## src/rtl/sctrl_mc.sv

```systemverilog
// Multi-cycle MIPS control unit: Moore FSM driving datapath strobes, with MIO_ready handshake.
// Optional overflow trap on add/sub/addi writeback enabled by defining SCTRL_OVF_TRAP_EN.
module sctrl_mc (
  input  logic       clk,
  input  logic       rst,
  input  logic [5:0] OPcode,
  input  logic [5:0] Fun,
  input  logic       zero,
  input  logic       overflow,
  input  logic       MIO_ready,
  output logic       PCWrite,
  output logic       PCWriteCond,
  output logic       IorD,
  output logic       IRWrite,
  output logic       MemRead,
  output logic       MemWrite,
  output logic       ALUSrc_A,
  output logic [1:0] ALUSrc_B,
  output logic [2:0] ALU_Control,
  output logic       RegDst,
  output logic       RegWrite,
  output logic       Jal,
  output logic [1:0] DatatoReg,
  output logic [1:0] Branch,
  output logic [3:0] state_out,
  output logic       ovf_flag
);

  typedef enum logic [3:0] {
    S_IF = 4'd0, S_ID = 4'd1, S_MA = 4'd2, S_LW_RD = 4'd3, S_LW_WB = 4'd4,
    S_SW_WR = 4'd5, S_R_EX = 4'd6, S_R_WB = 4'd7, S_BR = 4'd8, S_I_EX = 4'd9,
    S_I_WB = 4'd10, S_JMP = 4'd11, S_JAL = 4'd12, S_JR = 4'd13
  } state_t;

  localparam logic [5:0] OP_R = 6'b000000, OP_LW = 6'b100011, OP_SW = 6'b101011;
  localparam logic [5:0] OP_BEQ = 6'b000100, OP_BNE = 6'b000101;
  localparam logic [5:0] OP_ADDI = 6'b001000, OP_ANDI = 6'b001100, OP_ORI = 6'b001101;
  localparam logic [5:0] OP_SLTI = 6'b001010, OP_XORI = 6'b001110, OP_LUI = 6'b001111;
  localparam logic [5:0] OP_J = 6'b000010, OP_JAL = 6'b000011;
  localparam logic [5:0] FN_ADD = 6'b100000, FN_SUB = 6'b100010, FN_JR = 6'b001000;

`ifdef SCTRL_OVF_TRAP_EN
  localparam bit TRAP_EN = 1'b1;
`else
  localparam bit TRAP_EN = 1'b0;
`endif

  state_t state, next_state;
  logic   trap;

  function automatic logic [2:0] fun_alu(input logic [5:0] f);
    case (f)
      6'b100010: fun_alu = 3'b110;
      6'b100100: fun_alu = 3'b000;
      6'b100101: fun_alu = 3'b001;
      6'b101010: fun_alu = 3'b111;
      6'b100111: fun_alu = 3'b100;
      6'b000010: fun_alu = 3'b101;
      6'b100110: fun_alu = 3'b011;
      default:   fun_alu = 3'b010;
    endcase
  endfunction

  function automatic logic [2:0] imm_alu(input logic [5:0] op);
    case (op)
      OP_ANDI: imm_alu = 3'b000;
      OP_ORI:  imm_alu = 3'b001;
      OP_SLTI: imm_alu = 3'b111;
      OP_XORI: imm_alu = 3'b011;
      default: imm_alu = 3'b010;
    endcase
  endfunction

  // Only signed add/sub/addi can trap; the ALU flag is still valid in writeback.
  assign trap = TRAP_EN & overflow &
                (((state == S_R_WB) && (OPcode == OP_R) && ((Fun == FN_ADD) || (Fun == FN_SUB))) ||
                 ((state == S_I_WB) && (OPcode == OP_ADDI)));

  always_ff @(posedge clk or negedge rst) begin
    if (!rst) state <= S_IF;
    else      state <= next_state;
  end

`ifdef SCTRL_OVF_TRAP_EN
  logic ovf_q;
  always_ff @(posedge clk or negedge rst) begin
    if (!rst)      ovf_q <= 1'b0;
    else if (trap) ovf_q <= 1'b1;
  end
  assign ovf_flag = ovf_q;
`else
  assign ovf_flag = 1'b0;
`endif

  assign state_out = state;

  always_comb begin
    next_state  = S_IF;
    PCWrite     = 1'b0;
    PCWriteCond = 1'b0;
    IorD        = 1'b0;
    IRWrite     = 1'b0;
    MemRead     = 1'b0;
    MemWrite    = 1'b0;
    ALUSrc_A    = 1'b0;
    ALUSrc_B    = 2'b00;
    ALU_Control = 3'b010;
    RegDst      = 1'b0;
    RegWrite    = 1'b0;
    Jal         = 1'b0;
    DatatoReg   = 2'b00;
    Branch      = 2'b00;
    case (state)
      S_IF: begin
        MemRead  = 1'b1;
        ALUSrc_B = 2'b01;
        // Gate with rst so fetch strobes stay low while reset is held.
        IRWrite  = MIO_ready & rst;
        PCWrite  = MIO_ready & rst;
        next_state = MIO_ready ? S_ID : S_IF;
      end
      S_ID: begin
        ALUSrc_B = 2'b11;
        case (OPcode)
          OP_R:                                            next_state = (Fun == FN_JR) ? S_JR : S_R_EX;
          OP_LW, OP_SW:                                    next_state = S_MA;
          OP_BEQ, OP_BNE:                                  next_state = S_BR;
          OP_ADDI, OP_ANDI, OP_ORI, OP_SLTI, OP_XORI, OP_LUI: next_state = S_I_EX;
          OP_J:                                            next_state = S_JMP;
          OP_JAL:                                          next_state = S_JAL;
          default:                                         next_state = S_IF;
        endcase
      end
      S_MA: begin
        ALUSrc_A   = 1'b1;
        ALUSrc_B   = 2'b10;
        next_state = (OPcode == OP_LW) ? S_LW_RD : S_SW_WR;
      end
      S_LW_RD: begin
        IorD       = 1'b1;
        MemRead    = 1'b1;
        next_state = MIO_ready ? S_LW_WB : S_LW_RD;
      end
      S_LW_WB: begin
        RegWrite  = 1'b1;
        DatatoReg = 2'b01;
      end
      S_SW_WR: begin
        IorD       = 1'b1;
        MemWrite   = 1'b1;
        next_state = MIO_ready ? S_IF : S_SW_WR;
      end
      S_R_EX: begin
        ALUSrc_A    = 1'b1;
        ALU_Control = fun_alu(Fun);
        next_state  = S_R_WB;
      end
      S_R_WB: begin
        RegDst   = 1'b1;
        RegWrite = ~trap;
      end
      S_BR: begin
        ALUSrc_A    = 1'b1;
        ALU_Control = 3'b110;
        Branch      = 2'b01;
        PCWrite     = ((OPcode == OP_BEQ) & zero) | ((OPcode == OP_BNE) & ~zero);
      end
      S_I_EX: begin
        ALUSrc_A    = 1'b1;
        ALUSrc_B    = 2'b10;
        ALU_Control = imm_alu(OPcode);
        next_state  = S_I_WB;
      end
      S_I_WB: begin
        RegWrite  = ~trap;
        DatatoReg = (OPcode == OP_LUI) ? 2'b10 : 2'b00;
      end
      S_JMP: begin
        PCWrite = 1'b1;
        Branch  = 2'b10;
      end
      S_JAL: begin
        PCWrite   = 1'b1;
        Branch    = 2'b10;
        RegWrite  = 1'b1;
        Jal       = 1'b1;
        DatatoReg = 2'b11;
      end
      S_JR: begin
        PCWrite = 1'b1;
        Branch  = 2'b11;
      end
      default: next_state = S_IF;
    endcase
  end

endmodule

```

## config.mk

```make
export PLATFORM = sky130hd
export DESIGN_NAME = sctrl_mc
export DESIGN_NICKNAME = d
export VERILOG_FILES = /design/src/rtl/sctrl_mc.sv
export SDC_FILE = /design/constraint.sdc
export NUM_CORES = 1
export LEC_CHECK = 0
export ABC_AREA = 1
export CORE_MARGIN = 2
export CORE_UTILIZATION = 38
export CTS_CLUSTER_DIAMETER = 50
export CTS_CLUSTER_SIZE = 14
export DETAILED_ROUTE_END_ITERATION = 10
export PLACE_DENSITY = 0.82
export SYNTH_ARGS = -nofsm -noshare
export SYNTH_HDL_FRONTEND = slang
export SYNTH_SLANG_ARGS = --single-unit
```

## constraint.sdc

```tcl
create_clock -name clk -period 1.6 [get_ports clk]
set_clock_uncertainty 0.15 [all_clocks]
set_input_delay 0.24 -clock clk [delete_from_list [all_inputs] [get_ports clk]]
set_output_delay 0.24 -clock clk [all_outputs]
set_load 0.1 [all_outputs]
```

==> parameters.txt, run 1 <==
Parameter                              Value

Yosys
  Portion of the post-synthesis area used by sequential elements ... 13.4%
  Async set-or-reset flop fraction in the synthesized netlist ... 100%
  Syn avg cell area ... 5.09 µm²
  Number of enable flip-flop cells after synthesis ... 0
  Cell accounting for the most synthesized area ... sky130_fd_sc_hd__nand2_1
  Commonest register cell after synthesis ... sky130_fd_sc_hd__dfrtp_1
  Area contributors post-synth ... sky130_fd_sc_hd__nand2_1, sky130_fd_sc_hd__nor2_1, sky130_fd_sc_hd__dfrtp_1
  Most frequently used cell type in the post-synthesis netlist ... sky130_fd_sc_hd__nand2_1
  Cell count after synthesis ... 147
  Leading cell types by count after synthesis ... sky130_fd_sc_hd__nand2_1, sky130_fd_sc_hd__nor2_1, sky130_fd_sc_hd__inv_1, sky130_fd_sc_hd__nand3_1, sky130_fd_sc_hd__nand4_1
  Warnings from Yosys ... 0
  Cell area after synthesis ... 748 µm²
  Share of Yosys cell area claimed by the top area cell type ... 16.6%
  Distinct cells, synth ... 20
  Total of flip-flops plus latches after synthesis ... 4

Outcome
  Outcome ... stopped before the end
  Stage at which the flow ended ... detailed placement (3_5_place_dp)
  Tool error message ... Error: detail_place.tcl, 38 bad optional access

Die
  Chip Height ... 48.4 µm
  Total number of placement rows ... 16
  Horizontal die dimension ... 48.4 µm
  Number of I/O pins ... 41
  Initial core utilization ... 39.3%

Placement
  # port buffers ... 37
  Gpl congestion ... 0.891
==> per-stage QoR <==
stage / area (µm²) / hold slack, ns / instances / worst slack [ns]
floorplan: 948 / -0.206 / 148 / -1.13
global placement: 1880 / 0.398 / 253 / -0.359
==> kinds of logic after synthesis <==
family / share of synthesized area (%)
AOI/OAI and AO/OA: 10.7
and+or+nand+nor: 59.4
other: 0.501
buffers and inverters: 16.1
DFF: 13.4
==> run 2: changes to the inputs <==
==> config.mk (replaced) <==
export PLATFORM = sky130hd
export DESIGN_NAME = sctrl_mc
export DESIGN_NICKNAME = d
export VERILOG_FILES = /design/src/rtl/sctrl_mc.sv
export SDC_FILE = /design/constraint.sdc
export NUM_CORES = 1
export LEC_CHECK = 0
export ABC_AREA = 1
export CORE_AREA = 2 2 63 65
export DETAILED_ROUTE_END_ITERATION = 10
export DIE_AREA = 0 0 65 67
export PLACE_DENSITY_LB_ADDON = 0.15
export SYNTH_ARGS = -nofsm -noshare
export SYNTH_HDL_FRONTEND = slang
export SYNTH_SLANG_ARGS = --single-unit
==> run 2 against run 1 <==
Net effect:
- the flow now finishes, with violations (setup timing)
- synthesized area unchanged
- synthesized cell count unchanged
==> parameters.txt, run 2 <==
Parameter                              Value

Clock network
  Number of buffers between clock root and the deepest sink ... 2
  Total of hold buffers inserted after clock tree synthesis ... 0
  Root buffer selected by CTS ... sky130_fd_sc_hd__clkbuf_8
  Number of sinks on the clock net ... 4
  Number of buffers created by CTS ... 3
  TritonCTS clock tree ... built
  Clock latency reported for the late side of the worst-skew pair ... 0.21 ns
  H-tree depth reported by CTS ... 1
  Register clock-pin slew on the reported worst setup and hold paths ... 0.03 ns

GRT
  GRT Total Usage ... 16.7%
  Gr ovfl total ... 0
  Via count of the first global-routing pass ... 1393
  Maximum number of pins on one net before global-route repair ... 7
  First-pass GRT wire length ... 5800 µm
  Initial antenna violation count ... 0

Drt
  Routed WL per cell ... 11.6 µm
  Final wirelength ... 3320 µm
  Detail Route Antenna Nets ... 0
  Pre-Repair DR Iteration Count ... 4
  Via count normalized by instance count ... 4.58
  Via count ... 1305
  Number of remaining DRC errors ... 0
  Number of violations reported at the end of detailed-routing iteration 0 ... 46

Power and ir drop
  Pwr dens ... 1450 nW/µm²
  Fraction of power consumed by sequential logic ... 6.7%
  Share of power burned in combinational logic ... 86.9%
  Static Leakage ... 1.05 nW
  Peak ir drop on the vdd network ... 1.07 mV
  Total internal power ... 1.36 mW
  Proportion of total power due to net switching ... 57.0%
  Sw power ... 1.80 mW
  Clock share of power ... 6.5%

Worst setup path
  Worst Setup Path Type ... flip-flop to output port
  Required @ worst endpoint ... 1.21 ns
  Crit path capture type ... output port
  Element type at the critical path start ... flip-flop
  Arrival time reported for the critical path endpoint ... 1.51 ns
  Peak fanout along the critical path ... 4

Placement
  Gpl congestion ... 0.824 (-7.5%)
  Cell count after placement ... 273
  # port buffers ... 37 (unchanged)
  Placement-stage worst setup slack ... -0.467 ns
  Detailed placement HPWL ... 2790 µm

Min path
  Min-delay worst type ... input pin to async pin

Yosys
  Cell area after synthesis ... 748 µm² (unchanged)
  Distinct cells, synth ... 20 (unchanged)
  Warnings from Yosys ... 0 (unchanged)
  Cell count after synthesis ... 147 (unchanged)
  Most frequently used cell type in the post-synthesis netlist ... sky130_fd_sc_hd__nand2_1
  Async set-or-reset flop fraction in the synthesized netlist ... 100% (unchanged)
  Leading cell types by count after synthesis ... sky130_fd_sc_hd__nand2_1, sky130_fd_sc_hd__nor2_1, sky130_fd_sc_hd__inv_1, sky130_fd_sc_hd__nand3_1, sky130_fd_sc_hd__nand4_1
  Share of Yosys cell area claimed by the top area cell type ... 16.6% (unchanged)
  Portion of the post-synthesis area used by sequential elements ... 13.4% (unchanged)
  Cell accounting for the most synthesized area ... sky130_fd_sc_hd__nand2_1
  Total of flip-flops plus latches after synthesis ... 4 (unchanged)
  Area contributors post-synth ... sky130_fd_sc_hd__nand2_1, sky130_fd_sc_hd__nor2_1, sky130_fd_sc_hd__dfrtp_1
  Syn avg cell area ... 5.09 µm² (unchanged)
  Commonest register cell after synthesis ... sky130_fd_sc_hd__dfrtp_1
  Number of enable flip-flop cells after synthesis ... 0 (unchanged)

Finish
  Final standard cell count with taps included and fillers excluded ... 285
  Share of final-layout standard cells stronger than drive strength 1 ... 61.2%
  Most common cell after layout, fill and taps aside ... sky130_fd_sc_hd__buf_4
  Count of antenna diodes in the layout ... 0
  Utilization after layout ... 60.3%
  Area overhead of the layout relative to synthesis ... 191%
  Max reg flops ... 4
  Nets ... 256
  Most frequent cells in the layout ... sky130_fd_sc_hd__buf_4, sky130_fd_sc_hd__buf_12, sky130_fd_sc_hd__nand2_1

Die
  Number of I/O pins ... 41 (unchanged)
  Total number of placement rows ... 22 (+6)
  Core box area ... 3610 µm²
  Die Footprint ... 4360 µm²
  Chip Height ... 67 µm (+39%)
  Horizontal die dimension ... 65 µm (+34%)
  Initial core utilization ... 20.7% (-19 points)

STA
  Fmax ... 525 MHz
  Crit share post-route ... 119%
  Post-layout min period ... 1.90 ns
  Final setup violation count ... 19
  Setup tns final ... -3.95 ns
  Number of pins with negative max-slew slack in the final report ... 0
  RSZ-0062 raised after global routing ... yes
  Final hold violations ... 0
  Hold slack final ... 0.171 ns
  Worst Slack Setup Final ... -0.304 ns

Job
  Number of max-cap violations ... 0

Outcome
  Outcome ... finished with violations
  Failing checks ... setup timing
-- run 2: power groups by stage --
stage / registers (mW) / logic, mW / clock network [mW]
floorplan: 0.411 / 1.29 / 0
global placement: 0.204 / 2.48 / 0
detailed placement: 0.206 / 2.50 / 0
CTS: 0.211 / 2.70 / 0.207
global route: 0.215 / 2.85 / 0.216
finish: 0.210 / 2.74 / 0.204
-- run 2: kinds of logic after synthesis --
group                  count (synthesis)  synth area share [%]
buffers and inverters                 30                  16.1
flip-flops                             4                  13.4
AND/OR/NAND/NOR                       98                  59.4
other                                  1                 0.501
AO/OA/AOI/OAI                         14                  10.7
-- run 2: critical path, stage by stage (launching register included) --
cell and delay, ns:
sky130_fd_sc_hd__dfrtp_4 0.50, sky130_fd_sc_hd__nor2_4 0.14, sky130_fd_sc_hd__nand4_1 0.17, sky130_fd_sc_hd__nor2_4 0.14
sky130_fd_sc_hd__nand3b_1 0.17, sky130_fd_sc_hd__buf_12 0.19
-- run 2: through the flow --
stage / area (µm²) / power [mW]
5_1_grt: 2180 / 3.29
3_3_place_gp: 1900 / 2.68
2_1_floorplan: 948 / 1.70
4_1_cts: 2140 / 3.12
3_5_place_dp: 1900 / 2.70
6_report: 2180 / 3.15
-- run 2: path summary, 6_finish.rpt --
kind	to	start	cells past startpoint	slack (ns)
max in group asynchronous	state_out[1]$_DFF_PN0_	rst	2	1.02
min in group clk	state_out[2]$_DFF_PN0_	OPcode[4]	6	0.56
max reg2reg	state_out[2]$_DFF_PN0_	state_out[2]$_DFF_PN0_	8	-0.05
min reg2reg	state_out[3]$_DFF_PN0_	state_out[3]$_DFF_PN0_	3	0.59
min	state_out[0]$_DFF_PN0_	rst	2	0.17
max	PCWrite	state_out[3]$_DFF_PN0_	5	-0.30
-- run 2: final cells by class --
type	count	area, µm²
fill	320	1430
timing repair buffer	88	996
multi-input combinational	114	848
sequential	4	115
inverter	28	115
tap	48	60.1
clock buffer	3	41.3
-- run 2: routing by layer --
metal / GRT usage, % / part of all wire [%] / vias to the layer above
met4: 4.79 / 1.8 / 0
met1: 17.1 / 37 / 597
met2: 34.8 / 56 / 49
met5: 0 / 0 / -
met3: 1.86 / 5.4 / 6
li1: - / - / 653
-- run 2: repair_timing --
item                                    4_1_cts  5_1_grt
gates resized for setup                      62       10
endpoints found under the setup margin       20       21
buffers inserted                              8        5
pin swaps                                    20       10
No activity file was read; power rests on OpenSTA's default activity.
==> run 3: changes to the inputs <==
--- a/config.mk
+++ b/config.mk
@@ -10,6 +10,7 @@
 export DETAILED_ROUTE_END_ITERATION = 10
 export DIE_AREA = 0 0 65 67
 export PLACE_DENSITY_LB_ADDON = 0.15
+export REMOVE_ABC_BUFFERS = 1
 export SYNTH_ARGS = -nofsm -noshare
 export SYNTH_HDL_FRONTEND = slang
 export SYNTH_SLANG_ARGS = --single-unit
==> run 3 against run 2 <==
Net effect:
- the flow still finishes with violations (setup timing)
- sequential share of layout area shrank 0.38 points
- critical path type unchanged
- sequential cell count is the same
- clock power grew 3%
- sequential power shrank 3%
- hold slack gained 0.0027 ns
- first-iteration DRC count shrank 4.3%
- global-route usage shrank 1.3 points
- via count grew 3.0%
- clock-buffer cell count is the same
- fmax shrank 0.57%
- total power shrank 2.2%
==> parameters.txt, run 3 (synthesis results as in run 2) <==
Parameter                              Value

Die
  Initial core utilization ... 20.7% (unchanged)
  Core box area ... 3610 µm² (unchanged)
  Total number of placement rows ... 22 (unchanged)
  Number of I/O pins ... 41 (unchanged)
  Die Footprint ... 4360 µm² (unchanged)
  Chip Height ... 67 µm (unchanged)
  Horizontal die dimension ... 65 µm (unchanged)

Finish
  Area overhead of the layout relative to synthesis ... 186%
  Final standard cell count with taps included and fillers excluded ... 296 (+3.9%)
  # fillers ... 305 (-4.7%)
  Area occupied by registers ... 105 µm² (-8.7%)
  Max reg flops ... 4 (unchanged)
  Most common cell after layout, fill and taps aside ... sky130_fd_sc_hd__buf_4
  Most frequent cells in the layout ... sky130_fd_sc_hd__buf_4, sky130_fd_sc_hd__nand2_1, sky130_fd_sc_hd__buf_12
  Nets ... 267 (+4.3%)
  Share of final-layout standard cells stronger than drive strength 1 ... 60.5% (-0.70 points)
  Combined area of the multi-input logic cells ... 749 µm² (-12%)
  Count of antenna diodes in the layout ... 0 (unchanged)

STA
  Fmax ... 522 MHz (-0.57%)
  Crit share post-route ... 120% (+0.69 points)
  Final hold violations ... 0 (unchanged)
  Number of pins with negative max-slew slack in the final report ... 0 (unchanged)
  Hold slack final ... 0.173 ns (+0.00273 ns)
  Final setup violation count ... 19 (unchanged)
  Post-layout min period ... 1.92 ns (+0.0110 ns)
  Worst Slack Setup Final ... -0.315 ns (-0.0110 ns)
  RSZ-0062 raised after global routing ... yes

Worst setup path
  Crit path capture type ... output port
  Required @ worst endpoint ... 1.21 ns (about the same)
  Peak fanout along the critical path ... 5 (+1)
  Worst Setup Path Type ... flip-flop to output port
  Register-to-register setup slack ... 0.03 ns (+0.08 ns)
  Element type at the critical path start ... flip-flop
  Arrival time reported for the critical path endpoint ... 1.53 ns (+0.02 ns)

GRT
  Initial antenna violation count ... 0 (unchanged)
  First-pass GRT wire length ... 5350 µm (-7.7%)
  GRT Total Usage ... 15.4% (-1.3 points)
  Gr ovfl total ... 0 (unchanged)
  Maximum number of pins on one net before global-route repair ... 6 (-1)
  Via count of the first global-routing pass ... 1292 (-7.3%)

Clock network
  Register clock-pin slew on the reported worst setup and hold paths ... 0.03 ns (about the same)
  Clock latency reported for the late side of the worst-skew pair ... 0.22 ns (about the same)
  H-tree depth reported by CTS ... 1 (unchanged)
  Root buffer selected by CTS ... sky130_fd_sc_hd__clkbuf_8
  TritonCTS clock tree ... built
  Total of hold buffers inserted after clock tree synthesis ... 0 (unchanged)
  Number of buffers created by CTS ... 3 (unchanged)
  Number of buffers between clock root and the deepest sink ... 2 (unchanged)
  Number of sinks on the clock net ... 4 (unchanged)

Drt
  Met2 wirelength from detailed routing ... 1920 µm (+3.7%)
  Final wirelength ... 3550 µm (+7.0%)
  Pre-Repair DR Iteration Count ... 4 (unchanged)
  Detail Route Antenna Nets ... 0 (unchanged)
  Via count ... 1344 (+3.0%)
  Via count normalized by instance count ... 4.54 (-0.84%)
  Routed wl met3 ... 145 µm (-19%)
  Number of remaining DRC errors ... 0 (unchanged)
  Top Layer Used ... met4
  Routed WL per cell ... 12.0 µm (+3.0%)
  Wl on met1 ... 1440 µm (+17%)
  Number of violations reported at the end of detailed-routing iteration 0 ... 44 (-4.3%)

Power and ir drop
  Pwr dens ... 1440 nW/µm² (-0.62%)
  Overall power after layout ... 3.09 mW (-2.2%)
  Static Leakage ... 1.09 nW (+4.4%)
  Peak ir drop on the vdd network ... 0.583 mV (-45%)

Placement
  # port buffers ... 37 (unchanged)
  Cell count after placement ... 279 (+2.2%)
  Detailed placement HPWL ... 2600 µm (-6.8%)
  Placement-stage worst setup slack ... -0.426 ns (+0.0410 ns)
  Gpl congestion ... 0.857 (+4.1%)

Min path
  Min-delay worst type ... input pin to async pin

Outcome
  Failing checks ... setup timing
  Outcome ... finished with violations

Job
  Number of max-cap violations ... 0 (unchanged)
## run 3: changes by cell type in the layout (fill, tap and decap cells not counted), moves of 3 or more
| cell | before | now |
|---|---|---|
| sky130_fd_sc_hd__dfrtp_4 | 4 | 0 |
| sky130_fd_sc_hd__buf_6 | 10 | 6 |
| sky130_fd_sc_hd__nand2_8 | 3 | 0 |
| sky130_fd_sc_hd__buf_4 | 41 | 56 |
| sky130_fd_sc_hd__nor2_4 | 14 | 11 |
| sky130_fd_sc_hd__dfrtp_2 | 0 | 4 |
## run 3: final timing paths
| kind | from | endpoint | depth (start not counted) |
|---|---|---|---|
| max in group asynchronous | rst | state_out[3]$_DFF_PN0_ | 2 |
| setup reg to reg | state_out[2]$_DFF_PN0_ | state_out[2]$_DFF_PN0_ | 9 |
| min in group clk | OPcode[1] | state_out[2]$_DFF_PN0_ | 6 |
| hold / removal | rst | state_out[2]$_DFF_PN0_ | 2 |
| setup / recovery | state_out[1]$_DFF_PN0_ | PCWrite | 6 |
| hold reg to reg | state_out[3]$_DFF_PN0_ | state_out[3]$_DFF_PN0_ | 3 |
## run 3: cell type report
type / instances / area share [%]
clock buffers: 3 / 1.93
inverters: 28 / 5.26
multi-input cells: 114 / 35.0
flip-flops and latches: 4 / 4.91
well taps: 48 / 2.80
repair buffers: 99 / 50.1
## run 3: stage by stage
stage          TNS [ns]  util [%]  instance area (µm²)
3_5_place_dp      -3.36      48.5                 1750
6_report          -3.31      59.4                 2140
4_1_cts           -2.85      56.9                 2050
3_3_place_gp      -3.17      48.5                 1750
2_1_floorplan    -28.70         -                  737
5_1_grt           -4.38      59.4                 2140
## run 3: repair_timing
action                                 CTS  global route
pin swaps                               25            14
endpoints found under the hold margin    0             0
setup endpoints to repair               20            19
resized for setup                       76            19
buffers inserted                        10             6
## run 3: per-layer routing
metal | up-vias | track usage (%)
met1 | 628 | 17.1
met2 | 42 | 31.4
met3 | 6 | 1.69
li1 | 668 | -
met4 | 0 | 2.13
met5 | - | 0
## run 3: worst max-delay path, cell delays in order, from the launching register on
cell                       delay (ns)
sky130_fd_sc_hd__dfrtp_2         0.46
sky130_fd_sc_hd__inv_4           0.11
sky130_fd_sc_hd__nand2_4         0.08
sky130_fd_sc_hd__nor2_4          0.13
sky130_fd_sc_hd__nand4_1         0.16
sky130_fd_sc_hd__nand3b_1        0.18
sky130_fd_sc_hd__buf_12          0.19
## run 3: where the power goes
part | internal, mW | switching, mW | total, mW | leakage, nW
clock | 0.160 | 0.0498 | 0.210 | 0.0216
combinational | 1.04 | 1.63 | 2.67 | 1.02
sequential | 0.135 | 0.0679 | 0.203 | 0.0478
total | 1.34 | 1.75 | 3.09 | 1.09
